[src/rtl/im_loader.sv]
// im_loader: boot-time writer for the instruction memory.
//
// The loader takes a byte stream over a valid/ready handshake. The stream
// starts with a 2-byte big-endian word count and is followed by the payload
// words, each sent big-endian. Every assembled 32-bit word goes to the IM
// write port. The CPU core is held in reset until a load completes.
//
// Build option: define IM_LOADER_CHECKSUM_EN to require a trailing
// modulo-256 checksum byte over the payload. When it is defined, a mismatch
// ends the load in ERR.
//
// Parameters:
//   ADDR_W     IM word-address width; capacity is 2^ADDR_W words
//   BASE_ADDR  byte address of the first written word (word aligned)
//
// Ports:
//   clk        system clock, rising edge
//   rst_n      asynchronous active-low reset
//   start      single-cycle pulse; begins a load from IDLE, DONE or ERR
//   rx_data    stream byte
//   rx_valid   rx_data valid
//   rx_ready   loader accepts a byte this cycle (state-only)
//   im_we      IM write strobe, one cycle per word
//   im_waddr   IM byte address = BASE_ADDR + 4*word_index
//   im_wdata   assembled instruction
//   cpu_rst_n  active-low CPU reset; high only in DONE
//   busy       high while a load is in progress
//   done       high in DONE
//   err        high in ERR
//
// state  | meaning
// -------+----------------------------------------------------
// IDLE   | after reset, waiting for start
// LEN_HI | expecting word-count high byte
// LEN_LO | expecting word-count low byte; length checked here
// DATA   | receiving payload bytes, one IM write per 4 bytes
// CSUM   | expecting checksum byte (checksum build only)
// DONE   | image loaded, CPU released
// ERR    | oversize length or checksum mismatch, CPU held
module im_loader #(
    parameter int          ADDR_W    = 8,
    parameter logic [31:0] BASE_ADDR = 32'h0000_0000
) (
    input  logic        clk,
    input  logic        rst_n,
    input  logic        start,
    input  logic [7:0]  rx_data,
    input  logic        rx_valid,
    output logic        rx_ready,
    output logic        im_we,
    output logic [31:0] im_waddr,
    output logic [31:0] im_wdata,
    output logic        cpu_rst_n,
    output logic        busy,
    output logic        done,
    output logic        err
);

    typedef enum logic [2:0] {
        S_IDLE   = 3'd0,
        S_LEN_HI = 3'd1,
        S_LEN_LO = 3'd2,
        S_DATA   = 3'd3,
`ifdef IM_LOADER_CHECKSUM_EN
        S_CSUM   = 3'd4,
`endif
        S_DONE   = 3'd5,
        S_ERR    = 3'd6
    } state_t;

    // State that follows the payload (or a zero length).
`ifdef IM_LOADER_CHECKSUM_EN
    localparam state_t S_POST = S_CSUM;
`else
    localparam state_t S_POST = S_DONE;
`endif

    localparam logic [31:0] CAPACITY = 32'd1 << ADDR_W;

    state_t            state;
    state_t            state_nxt;
    logic [15:0]       len;
    logic [ADDR_W:0]   idx;
    logic [ADDR_W:0]   idx_inc;
    logic [1:0]        lane;
    logic [23:0]       shreg;
    logic [15:0]       len_full;
    logic              xfer;
    logic              last_word;
    logic              load_begin;
`ifdef IM_LOADER_CHECKSUM_EN
    logic [7:0]        csum;
`endif

    // Status outputs and rx_ready depend on the state only.
`ifdef IM_LOADER_CHECKSUM_EN
    assign busy = (state == S_LEN_HI) || (state == S_LEN_LO) ||
                  (state == S_DATA)   || (state == S_CSUM);
`else
    assign busy = (state == S_LEN_HI) || (state == S_LEN_LO) ||
                  (state == S_DATA);
`endif
    assign rx_ready = busy;
    assign done     = (state == S_DONE);
    assign err      = (state == S_ERR);

    assign xfer      = rx_valid && busy;
    assign len_full  = {len[15:8], rx_data};
    assign idx_inc   = idx + (ADDR_W+1)'(1);
    assign last_word = (32'(idx_inc) == 32'(len));
    assign load_begin = (state != S_LEN_HI) && (state_nxt == S_LEN_HI);

    always_ff @(posedge clk or negedge rst_n) begin
        if (!rst_n) begin
            state <= S_IDLE;
        end else begin
            state <= state_nxt;
        end
    end

    always_comb begin
        state_nxt = state;
        case (state)
            S_IDLE: begin
                if (start) state_nxt = S_LEN_HI;
            end
            S_LEN_HI: begin
                if (xfer) state_nxt = S_LEN_LO;
            end
            S_LEN_LO: begin
                if (xfer) begin
                    if (len_full == 16'd0)
                        state_nxt = S_POST;
                    else if (32'(len_full) > CAPACITY)
                        state_nxt = S_ERR;
                    else
                        state_nxt = S_DATA;
                end
            end
            S_DATA: begin
                if (xfer && (lane == 2'd3) && last_word) state_nxt = S_POST;
            end
`ifdef IM_LOADER_CHECKSUM_EN
            S_CSUM: begin
                if (xfer) state_nxt = (rx_data == csum) ? S_DONE : S_ERR;
            end
`endif
            S_DONE, S_ERR: begin
                if (start) state_nxt = S_LEN_HI;
            end
            default: state_nxt = S_IDLE;
        endcase
    end

    always_ff @(posedge clk or negedge rst_n) begin
        if (!rst_n) begin
            len       <= '0;
            idx       <= '0;
            lane      <= '0;
            shreg     <= '0;
            im_we     <= 1'b0;
            im_waddr  <= BASE_ADDR;
            im_wdata  <= '0;
            cpu_rst_n <= 1'b0;
`ifdef IM_LOADER_CHECKSUM_EN
            csum      <= '0;
`endif
        end else begin
            im_we     <= 1'b0;
            // The CPU runs only while the loader sits in DONE.
            cpu_rst_n <= (state_nxt == S_DONE);

            if (load_begin) begin
                len  <= '0;
                idx  <= '0;
                lane <= '0;
`ifdef IM_LOADER_CHECKSUM_EN
                csum <= '0;
`endif
            end

            if (xfer) begin
                case (state)
                    S_LEN_HI: len[15:8] <= rx_data;
                    S_LEN_LO: len[7:0]  <= rx_data;
                    S_DATA: begin
                        shreg <= {shreg[15:0], rx_data};
                        lane  <= lane + 2'd1;
`ifdef IM_LOADER_CHECKSUM_EN
                        csum  <= csum + rx_data;
`endif
                        // The 4th byte completes the word. The write is
                        // presented on the next cycle while the stream
                        // keeps flowing.
                        if (lane == 2'd3) begin
                            im_we    <= 1'b1;
                            im_wdata <= {shreg, rx_data};
                            im_waddr <= BASE_ADDR + (32'(idx) << 2);
                            idx      <= idx_inc;
                        end
                    end
                    default: ;
                endcase
            end
        end
    end

endmodule

[config.mk]
export PLATFORM = sky130hd
export DESIGN_NAME = im_loader
export DESIGN_NICKNAME = d
export VERILOG_FILES = /design/src/rtl/im_loader.sv
export SDC_FILE = /design/constraint.sdc
export NUM_CORES = 1
export LEC_CHECK = 0
export BUFFER_PORTS_ARGS = -buffer_cell sky130_fd_sc_hd__buf_2
export CORE_ASPECT_RATIO = 0.75
export CORE_MARGIN = 2
export CORE_UTILIZATION = 45
export CTS_CLUSTER_SIZE = 16
export DETAILED_ROUTE_END_ITERATION = 10
export PLACE_DENSITY_LB_ADDON = 0.1
export SLEW_MARGIN = 40
export SYNTH_ARGS = -nofsm -noshare
export SYNTH_HDL_FRONTEND = slang
export SYNTH_SLANG_ARGS = --single-unit
[constraint.sdc]
create_clock -name clk -period 4.2 [get_ports clk]
set_input_delay 0.21 -clock clk [delete_from_list [all_inputs] [get_ports clk]]
set_output_delay 0.21 -clock clk [all_outputs]
set_load 0.02 [all_outputs]
==> results of run 1 <==
==> sequential cells by signal, summed over array words and instances (netlist names) <==
signal     cells
im_wdata      32
shreg         24
len           16
idx            9
im_waddr       9
state          3
lane           2
cpu_rst_n      1
im_we          1
==> routing by layer <==
metal,up-vias,track usage [%],part of all wire (%)
li1,1587,-,-
met1,1578,30.2,51
met2,117,26.4,41
met3,7,5.01,6.9
met4,0,5.95,0.79
met5,-,0,0
==> cell type report <==
type | instances | area share [%]
inverter | 4 | 0.298
clock inverter | 3 | 0.447
clock buffer | 13 | 5.56
sequential | 97 | 48.2
timing repair buffer | 62 | 6.45
multi-input combinational | 339 | 35.8
tap | 132 | 3.28
==> power groups by stage <==
stage / logic (mW) / registers [mW] / clock network (mW)
2_1_floorplan: 0.608 / 1.33 / 0
4_1_cts: 0.795 / 1.33 / 0.836
3_5_place_dp: 0.792 / 1.35 / 0
3_3_place_gp: 0.773 / 1.35 / 0
5_1_grt: 0.869 / 1.37 / 0.869
6_report: 0.789 / 1.33 / 0.810
==> cells by family (layout without fill, tap and decap cells) <==
family | count (synthesis) | after routing | share of synthesized area [%]
DFF | 97 | 97 | 54.6
buffers and inverters | 51 | 82 | 6.84
muxes | 24 | 24 | 6.08
AOI/OAI and AO/OA | 50 | 50 | 7.18
adders and majority gates | 2 | 2 | 0.563
and+or+nand+nor | 228 | 228 | 22.3
other | 1 | 23 | 0.0844
xor gates and xnor gates | 12 | 12 | 2.36
==> worst min path at each step <==
stage / start / end / slack (ns)
3_5_place_dp: rst_n / im_wdata[3]$_DFFE_PN0P_ / 0.32
6_report: rx_data[7] / im_wdata[7]$_DFFE_PN0P_ / 0.14
5_1_grt: rx_data[7] / im_wdata[7]$_DFFE_PN0P_ / 0.13
2_1_floorplan: rst_n / cpu_rst_n$_DFF_PN0_ / -0.09
3_3_place_gp: rst_n / im_wdata[11]$_DFFE_PN0P_ / 0.30
4_1_cts: rx_data[7] / im_wdata[7]$_DFFE_PN0P_ / 0.13
==> worst register-to-register path, delay by kind of cell, from the launching register on <==
family                   cells  cell delay (ns)
AND/OR/NAND/NOR              3             1.12
flip-flops                   1             0.49
AO/OA/AOI/OAI                3             0.56
adder cells (fa/ha/maj)      1             0.32
==> through the flow <==
stage | cell area [um^2] | hold WS, ns | utilization [%] | setup slack, ns
floorplan | 4530 | -0.0856 | - | 1.98
global placement | 4720 | 0.296 | 49.1 | 1.62
detailed placement | 4730 | 0.316 | 49.1 | 1.55
CTS | 5040 | 0.126 | 52.4 | 1.59
global route | 5040 | 0.132 | 52.4 | 1.36
finish | 5040 | 0.137 | 52.4 | 1.61
==> layout by cell type (no fill, tap or decap), drive strengths merged, types with 3 or more instances in the layout <==
| cell type | Yosys | final |
|---|---|---|
| a21oi | 4 | 4 |
| a31oi | 3 | 3 |
| and3 | 3 | 3 |
| buf | 33 | 61 |
| clkbuf | 14 | 13 |
| clkinv | 0 | 3 |
| conb | 1 | 23 |
| dfrtp | 97 | 97 |
| inv | 4 | 4 |
| mux2 | 24 | 24 |
| nand2 | 172 | 172 |
| nand2b | 5 | 5 |
| nand3 | 16 | 16 |
| nor2 | 8 | 8 |
| nor2b | 3 | 3 |
| nor3 | 6 | 6 |
| nor4 | 3 | 3 |
| o211ai | 5 | 5 |
| o21ai | 27 | 27 |
| or3 | 3 | 3 |
| xnor2 | 9 | 9 |
| xor2 | 3 | 3 |
==> repair_timing <==
action,4_1_cts,5_1_grt
hold endpoints to repair,52,0
setup endpoints to repair,0,0
hold buffers,1,0
==> results.md, run 1 <==
Status:
- The run finished with clean final reports.

Die:
- During I/O placement, the number of pins put on the boundary was 82.
- The initialized floorplan defines 31 standard-cell rows.
- The die is 90.1 um tall.
- The total die area is between 10000 and 15000 um^2.
- The placeable core region is 9620 um^2.
- The initial utilization of the core area, before any placement, comes to 46.2%.
- In this run the horizontal extent of the chip is 119 um.

Clock network:
- The clock latency reported for the late side of the worst-skew pair is 0.34 ns.
- The post-cts resize count is 0.
- The number of sinks on the clock net is 97.
- In this run the deepest clock path goes through 2 buffers.
- Post-CTS timing repair inserted 0 buffers for setup.
- CTS built an H-tree with a depth of 3.
- The library cell used as clock root buffer is clkbuf_16.
- TritonCTS created 9 clock buffers.
- Clock-pin slew was measured on the worst setup and hold paths at approximately 0.060 ns.
- TritonCTS built the clock tree.

GRT:
- The initial antenna violation count is 0.
- The combined global-route utilization of all metal layers is 19.5%.
- The maximum number of pins on one net before global-route repair is 58.
- The number of global-route vias before repair was 3128.
- The first-pass GRT wire length is 16.3 mm.
- Global routing finished with a remaining overflow of 0.

Logic synthesis:
- Counting distinct cell types in the post-synthesis netlist gives 44.
- Synthesis produced 465 cells.
- In the synthesized netlist, the cells that appear most often are nand2_1 (172), dfrtp_1 (97), buf_4 (27).
- The sequential-to-total area share from yosys stat is between 50 and 60%.
- In this run, synthesis inferred 0 flip-flops with an integrated enable.
- The share of flip-flops with an asynchronous set or reset after synthesis is 100%.
- The average instance area after synthesis is 9.56 um^2.
- Summed over its instances, the top area cell type makes up 54.6% of the synthesized netlist area.
- The most numerous cell in the Yosys netlist is nand2_1.
- The synthesized design contains 97 register bits.
- The number of warning messages in the yosys log is 0.
- In this run the cell area of the synthesized design comes to 4450 um^2.
- In the synthesized netlist the dominant register cell turns out to be dfrtp_1.
- The synthesized design spends more area on one cell type than any other, namely dfrtp_1.
- Sorting the synthesized cells by area gives the leading types as dfrtp_1 (55%), nand2_1 (15%), mux2_2 (6.1%), buf_4 (4.6%), o21ai_1 (2.1%).

Route:
- Detailed routing inserted a total of 3289 vias.
- After the first detailed-routing iteration, the DRC count stood at 255.
- The post-route DRC violation count is 0.
- Using the TritonRoute via totals, the vias-per-cell ratio works out to 5.06.
- The post-detailed-route count of antenna-violating nets is 0.
- The number of iterations in the first detailed-routing pass is 4.
- After detailed routing, the average wire length per cell comes to about 15 um.
- For this block, the routed nets add up to about 9.7 mm of wire.

Finish:
- Summing all multi-input logic gate instances after layout gives ~1800 um^2.
- Compared with the post-synthesis result, the final layout area differs by 13.4%.
- After the last flow step, the layout net total stands at approximately 530.
- The repair_antennas step left the layout with diodes totalling 0.
- The proportion of layout cells with a drive suffix above 1 is 21.2%.
- The sequential cell area in the final layout is 2430 um^2.
- The number of filler cells placed in the layout is 930.
- The finished layout holds 650 standard cells, fillers aside.

Setup path:
- The most repeated library cell on the critical path is or4_4.
- The critical path ends at cpu_rst_n$_DFF_PN0_.
- In this run the number of cells on the critical path is 7.
- The kind of start point of the critical path is a register.
- In this design, the stage delay of the slowest critical-path cell is roughly 0.52 ns.
- Along the worst path, the maximum fanout reaches 7.
- In this design, the largest share of critical-path delay is due to simple AND/OR/NAND/NOR gates.
- For flop-to-flop paths, the worst setup slack is 1.61 ns.
- The number of buffers and inverters on the critical path is 0.
- The critical path in this run is classified as register to register.
- The kind of end point of the critical path is a register.
- The timing startpoint of the critical path is idx[0]$_DFF_PN0_.
- The worst endpoint data arrival time is 2.82 ns.
- The number of cells on the worst reg-to-reg path is 7.
- The slowest stage of the critical path belongs to the cell or4_4.
- The worst register-to-register path ends at cpu_rst_n$_DFF_PN0_.
- Walking the worst path, the cells encountered are ha_1 -> nand3_1 -> o21ai_0 -> o31ai_1 -> or4_4 -> or4_4 -> a211oi_2.
- In this run the critical register-to-register path is launched from idx[0]$_DFF_PN0_.
- The required time of the worst setup path is ~4.4 ns.

Power:
- The clock network burns between 20% and 30% of the power.
- The total power per unit cell area is ~580 nW/um^2.
- Net switching is about 34% of the power.
- In this run the static leakage power is 2.64 nW.
- The sequential share of power is 45.5%.
- Overall power consumption after layout is estimated at 2.93 mW.
- For this design the total switching power over the nets is about 1 mW.
- The internal power of the cells is 1.93 mW.
- IR analysis of the VDD net gives a maximum drop of around 0.33 mV.
- The fraction of power consumed by combinational cells is 26.9%.

Timing:
- For this run, the top clock speed supported by timing is 387 MHz.
- The worst slew slack as a fraction of its limit is 54.6%.
- The final critical path takes up around three fifths of the cycle.
- The final critical-path required period is 2.59 ns.
- Setup violations remaining at the end of the flow were counted as 0.
- The final number of max-transition violations was 0.
- The count of final hold-check violations is 0.
- For the final routed database, the setup TNS stands at 0 ns.
- The transition time at the pin with the least slew margin is approximately 0.68 ns.
- Across the routed clock network, the largest skew measured is 0.00595 ns.
- Setup repair after global routing left no endpoint under its margin.

Place:
- Input and output buffers added on the ports amount to between 50 and 60.
- The global placer's final weighted congestion is 0.853.
- Detailed placement finished with a half-perimeter wire length of 6.70 mm.
- Counting tap cells, the placed design contains a total of approximately 630 instances.

Min path:
- In this run the worst hold path is classified as primary input to register.
- The worst hold path was traced through 3 stages.

Run:
- The tool flagged a number of max-cap violations equal to 0.
Note: power is estimated with default switching activity, not from simulation.
==> run 2: changes to the inputs <==
- clock period: 4.2 -> 2.4 ns (I/O delays scaled with it)
==> run 2 against run 1 <==
Cell count rose by 2.9%. Count of clock-buffer cells in the layout fell by 3. Non-clock buffer count increased by 19. Critical endpoint unchanged. Largest power group unchanged.
==> results.md, run 2 (synthesized netlist as in run 1, its figures left out) <==
Die:
- The placeable core region is 9620 um^2 (unchanged).
- The die boundary width is 119 um (unchanged).
- The die outline height is 90.1 um (unchanged).
- The total die area is 10700 um^2 (unchanged).
- The number of ports placed on the die boundary came to 82 (unchanged).
- The starting density of the core is 46.2% (unchanged).
- The number of placement rows is 31 (unchanged).

Run:
- The max-capacitance violation count is 0 (unchanged).

Clock network:
- The number of sinks on the clock net was 97 (unchanged).
- The number of buffers on the longest clock path is 2 (unchanged).
- The number of buffers created by CTS was 9 (unchanged).
- The clock transition at the registers of the reported paths is 0.07 ns (about the same).
- The number of levels in the clock H-tree was 3 (unchanged).
- TritonCTS built the clock tree.
- The clock latency reported for the late side of the worst-skew pair came to 0.34 ns (about the same).
- The library cell used as clock root buffer is clkbuf_16.

Setup path:
- The required time of the worst setup path was 2.66 ns (-1.78 ns).
- The kind of start point of the critical path is a register.
- The kind of end point of the critical path is a register.
- The worst endpoint data arrival time came to 2.50 ns (-0.32 ns).
- The biggest fanout along the worst timing path came to 3 (-4).
- The critical path class is register to register.

Finish:
- The cell area after layout is 5210 um^2 (+3.4%).
- The proportion of layout cells with a drive suffix above 1 was 24.0% (+2.8 points).
- Leaving out fill and tap cells, the most frequent cell in the layout is nand2_1.
- The total inserted antenna cells was 0 (unchanged).
- The total number of nets in the final design came to 546 (+3.6%).
- The sequential cell area in the final layout was 2430 um^2 (about the same).
- The multi-input combinational cell area is 1820 um^2 (+1.0%).
- From synthesis to final layout, the design area changed by 17.2%.
- The largest registers in the layout are im_wdata (32), shreg (24), len (16).
- The flip-flop count of the largest register after layout is 32 (unchanged).
- In the layout the commonest cells are nand2_1 (172), dfrtp_1 (96), buf_2 (57).
- The number of filler cells placed in the layout came to 915 (-1.6%).
- More flip-flops sit in one register than any other, and that register is im_wdata.

Timing:
- The highest attainable clock frequency is 447 MHz (+16%).
- The total negative slack for setup checks came to 0 ns (unchanged).
- The worst slew slack as a fraction of its limit was 60.9% (+6.3 points).
- The number of endpoints failing setup at the final stage came to 0 (unchanged).
- The final critical-path required period came to 2.24 ns (-0.348 ns).
- The share of the clock period used by the worst path after layout was 93.2% (+32 points).
- The setup clock skew after layout was 0.00729 ns (+0.00134 ns).
- The transition time at the pin with the least slew margin was 0.586 ns (-0.0961 ns).
- The final number of max-transition violations came to 0 (unchanged).
- Setup repair after global routing left no endpoint under its margin.
- The count of final hold-check violations is 0 (unchanged).

GRT:
- The maximum number of pins on one net before global-route repair was 59 (+1.7%).
- The first-pass GRT wire length was 16.9 mm (+3.4%).
- The global-route congestion overflow total is 0 (unchanged).
- The initial antenna violation count is 0 (unchanged).
- The combined global-route utilization of all metal layers is 19.9% (+0.47 points).
- The number of global-route vias before repair came to 3230 (+3.3%).

Route:
- The total via count in the routed design is 3302 (+0.40%).
- The number of DRC violations after detailed-routing iteration 0 is 198 (-22%).
- The number of iterations in the first detailed-routing pass came to 4 (unchanged).
- The total wire length after detailed routing came to 9.94 mm (+2.4%).
- The post-detailed-route count of antenna-violating nets is 0 (unchanged).
- The vias per cell came to 4.94 (-2.5%).
- The average wire per cell in the routed design was 14.9 um (-0.50%).
- The post-route DRC violation count is 0 (unchanged).

Power:
- The largest vdd supply drop was 0.490 mV (+50%).
- The static power due to leakage is 2.72 nW (+3.0%).
- The total power per unit cell area is 1000 nW/um^2 (+73%).

Min path:
- The path type of the worst min-delay path is primary input to register.

Place:
- The global placer's final weighted congestion came to 0.856 (+0.32%).
- The placed wire-length estimate is 6.98 mm (+4.2%).
- The number of buffers added on ports is 58 (unchanged).
- The area of placed instances was 4900 um^2 (+3.8%).

Status:
- The flow ran to the end, and the final reports show no timing, DRC or antenna violations.
## run 2: final cells by class
| class | instances | share of cell area, % |
|---|---|---|
| Inverter | 4 | 0.288 |
| Multi-Input combinational cell | 339 | 35.0 |
| Tap cell | 132 | 3.17 |
| Clock inverter | 6 | 0.817 |
| Timing Repair Buffer | 81 | 9.70 |
| Clock buffer | 10 | 4.40 |
| Sequential cell | 97 | 46.6 |
## run 2: power breakdown
group / internal (mW) / switching (mW) / total, mW / leakage [nW]
Combinational: 0.695 / 0.908 / 1.60 / 1.29
Clock: 0.704 / 0.616 / 1.32 / 0.129
Sequential: 2.02 / 0.289 / 2.31 / 1.30
Total: 3.42 / 1.81 / 5.23 / 2.72
## run 2: critical path, cell delays in order (launching register included)
cell and delay (ns):
dfrtp_1 0.40, nor4_4 0.32, nand3_1 0.20, or4_4 0.57, or4_4 0.44, a211oi_2 0.22
## run 2: timing repair
item                                    4_1_cts  5_1_grt
hold buffers                                  1        0
endpoints found under the setup margin        0        1
endpoints found under the hold margin        39        0
buffers inserted                              0        0
resized for setup                             0        4
## run 2: metrics by stage
stage | util [%] | instances | power [mW] | setup slack (ns) | hold slack, ns
after floorplan | - | 487 | 3.38 | 0.183 | -0.176
after global placement | 51.0 | 652 | 3.88 | 0.128 | 0.131
after detailed placement | 51.0 | 652 | 3.92 | 0.0835 | 0.137
after CTS | 53.9 | 669 | 5.26 | 0.0660 | 0.0550
after global routing | 54.1 | 669 | 5.56 | 0.0204 | 0.0583
final | 54.1 | 669 | 5.23 | 0.162 | 0.0600
## run 2: worst paths after layout
| check | from | slack (ns) | to | depth (start not counted) |
|---|---|---|---|---|
| worst max-delay path | len[13]$_DFF_PN0_ | 0.16 | cpu_rst_n$_DFF_PN0_ | 5 |
| worst max register to register | len[13]$_DFF_PN0_ | 0.16 | cpu_rst_n$_DFF_PN0_ | 5 |
| worst min register to register | im_waddr[8]$_DFFE_PN0P_ | 0.47 | im_waddr[8]$_DFFE_PN0P_ | 2 |
| worst min-delay path | rx_data[2] | 0.06 | im_wdata[2]$_DFFE_PN0P_ | 3 |
| max in group asynchronous | rst_n | 1.42 | im_wdata[1]$_DFFE_PN0P_ | 3 |
| min in group asynchronous | rst_n | 0.30 | im_wdata[3]$_DFFE_PN0P_ | 2 |
## run 2: per-layer routing
metal  GRT usage, %  up-vias  routed length (um)
li1               -     1620                   -
met1           31.8     1581                5280
met2           26.6       92                3980
met3           5.71        9                 598
met4           3.87        0                  85
met5              0        -                   0
==> run 3: changes to the inputs <==
- PLACE_DENSITY_LB_ADDON: 0.1 -> 0.25
==> run 3 against run 2 <==
Final area hardly changed. Non-clock buffer count is 3 lower. Count of clock-buffer cells in the layout is 1 lower. Setup slack worse by 0.049 ns. Sequential power hardly changed. Clock power is 20% higher. Flip-flop and latch count stayed put. Combinational power hardly changed. Die area stayed put.
==> results.md, run 3 (synthesized netlist as in run 1, its figures left out) <==
Power:
- The total power after layout is 5.44 mW (+3.9%).
- The static power due to leakage is 2.73 nW (+0.40%).
- The largest vdd supply drop is 0.642 mV (+31%).
- The total power per unit cell area is 1040 nW/um^2 (+3.9%).

GRT:
- The initial antenna violation count is 0 (unchanged).
- The number of global-route vias before repair was 3200 (-0.93%).
- The global-route congestion overflow total was 0 (unchanged).
- The maximum number of pins on one net before global-route repair is 84 (+42%).
- The combined global-route utilization of all metal layers is 19.5% (-0.38 points).
- The first-pass GRT wire length is 16.5 mm (-2.4%).

Clock network:
- The clock latency reported for the late side of the worst-skew pair is 0.34 ns (about the same).
- The number of buffers on the longest clock path is 2 (unchanged).
- The clock tree from TritonCTS is yes.
- The number of levels in the clock H-tree came to 3 (unchanged).
- The tree is rooted in a clkbuf_16.
- The number of sinks on the clock net came to 97 (unchanged).
- The clock transition at the registers of the reported paths is 0.07 ns (about the same).
- The number of buffers created by CTS came to 9 (unchanged).

Route:
- The total wire length after detailed routing is 9.81 mm (-1.4%).
- The vias per cell was 5.01 (+1.4%).
- The post-route DRC violation count is 0 (unchanged).
- The number of iterations in the first detailed-routing pass was 4 (unchanged).
- The number of DRC violations after detailed-routing iteration 0 is 270 (+36%).
- The total via count in the routed design is 3334 (+0.97%).
- The post-detailed-route count of antenna-violating nets is 0 (unchanged).
- The average wire per cell in the routed design is 14.7 um (-0.91%).

Finish:
- The proportion of layout cells with a drive suffix above 1 was 23.8% (-0.24 points).
- The flip-flop count of the largest register after layout is 32 (unchanged).
- The library cell used most frequently in the layout, excluding fill and tap cells, is nand2_1.
- The total number of nets in the final design came to 543 (-0.55%).
- The number of filler cells placed in the layout is 892 (-2.5%).
- The largest register by flop count is im_wdata.
- Leaving out fill and tap cells, the most frequent cells in the layout are nand2_1 (172), dfrtp_1 (96), buf_2 (57).
- In the final layout, the registers with the most flip-flops are im_wdata (32), shreg (24), len (16).
- The total inserted antenna cells was 0 (unchanged).
- The layout-stage area growth over the synthesis result is 17.2% (about the same).

Timing:
- The total negative slack for setup checks was 0 ns (unchanged).
- The highest attainable clock frequency is 437 MHz (-2.2%).
- The setup clock skew after layout is 0.00731 ns (+0.0000201 ns).
- The worst slew slack as a fraction of its limit is 64.8% (+3.9 points).
- The share of the clock period used by the worst path after layout is 95.3% (+2.1 points).
- The final critical-path required period is 2.29 ns (+0.0494 ns).
- The number of endpoints failing setup at the final stage is 0 (unchanged).
- The final number of max-transition violations is 0 (unchanged).
- The count of final hold-check violations is 0 (unchanged).
- The transition time at the pin with the least slew margin is 0.527 ns (-0.0582 ns).
- Setup repair after global routing left no endpoint under its margin.

Min path:
- The path type of the worst min-delay path is primary input to register.

Setup path:
- The biggest cell delay along the critical path is 0.57 ns (about the same).
- The required time of the worst setup path is 2.66 ns (about the same).
- On the critical path the largest part of the delay comes from simple AND/OR/NAND/NOR gates.
- Walking the worst path, the cells encountered are nor3_1 -> nand3_1 -> or4_4 -> or4_4 -> a211oi_2.
- Among the stages of the critical path, the cell type that occurs most often is or4_4.
- For this design, the slowest cell found on the critical path is or4_4.
- The kind of start point of the critical path is a register.
- The kind of end point of the critical path is a register.
- The biggest fanout along the worst timing path is 3 (unchanged).
- The worst endpoint data arrival time is 2.55 ns (+0.05 ns).
- The count of buffer and inverter cells on the critical path is 0 (unchanged).
- The critical path class is register to register.

Die:
- The placeable core region is 9620 um^2 (unchanged).
- The number of ports placed on the die boundary was 82 (unchanged).
- The die boundary width is 119 um (unchanged).
- The starting density of the core is 46.2% (unchanged).
- The die outline height is 90.1 um (unchanged).
- The total die area came to 10700 um^2 (unchanged).
- The number of placement rows was 31 (unchanged).

Place:
- The number of buffers added on ports is 58 (unchanged).
- The global placer's final weighted congestion came to 0.862 (+0.65%).
- The placed wire-length estimate was 6.74 mm (-3.4%).

Status:
- The run finished with clean final reports.

Run:
- The max-capacitance violation count is 0 (unchanged).
-- run 3: tightest hold or removal path: stages --
cell,delay (ns)
buf_2,0.14
nand2_1,0.06
nand2_1,0.04
-- run 3: worst paths after layout --
| check | startpoint | end | slack (ns) | cells past startpoint |
|---|---|---|---|---|
| setup / recovery | len[9]$_DFF_PN0_ | cpu_rst_n$_DFF_PN0_ | 0.11 | 5 |
| hold / removal | rx_data[2] | im_wdata[2]$_DFFE_PN0P_ | 0.06 | 3 |
| setup reg to reg | len[9]$_DFF_PN0_ | cpu_rst_n$_DFF_PN0_ | 0.11 | 5 |
| hold reg to reg | im_waddr[10]$_DFFE_PN0P_ | im_waddr[10]$_DFFE_PN0P_ | 0.47 | 2 |
| max in group asynchronous | rst_n | state[2]$_DFF_PN0_ | 1.55 | 3 |
| min in group asynchronous | rst_n | len[14]$_DFF_PN0_ | 0.17 | 2 |
-- run 3: layout make-up --
class | instances | area (um^2) | share of cell area (%)
Clock buffer | 9 | 225 | 4.32
Timing Repair Buffer | 78 | 470 | 9.03
Multi-Input combinational cell | 339 | 1800 | 34.6
Sequential cell | 97 | 2430 | 46.6
Inverter | 4 | 15.0 | 0.288
Clock inverter | 7 | 101 | 1.95
Tap cell | 132 | 165 | 3.17
-- run 3: power by group --
part	internal, mW	total [mW]	switching, mW	leakage, nW
clock	0.926	1.58	0.649	0.158
sequential	2.02	2.30	0.274	1.30
combinational	0.665	1.57	0.902	1.27
total	3.61	5.44	1.83	2.73
-- run 3: through the flow --
stage	instances	area (um^2)	hold WS (ns)	util [%]	worst slack [ns]
4_1_cts	665	5200	0.0466	54.0	0.0596
5_1_grt	666	5210	0.0621	54.2	0.00602
3_3_place_gp	648	4860	-0.0153	50.5	0.146
6_report	666	5210	0.0604	54.2	0.113
2_1_floorplan	487	4530	-0.176	-	0.183
3_5_place_dp	648	4860	-0.00926	50.5	0.0831
-- run 3: timing repair --
item	CTS	global route
endpoints found under the hold margin	14	0
gates resized for setup	0	2
setup endpoints to repair	0	2
setup buffers	0	1
hold buffers	1	0
-- run 3: routing by layer --
layer / up-vias / GRT usage [%] / routed length (um)
met5: - / 0 / 0
met4: 0 / 6.15 / 95
met3: 10 / 4.76 / 692
met2: 126 / 27.7 / 4310
met1: 1581 / 29.5 / 4710
li1: 1617 / - / -
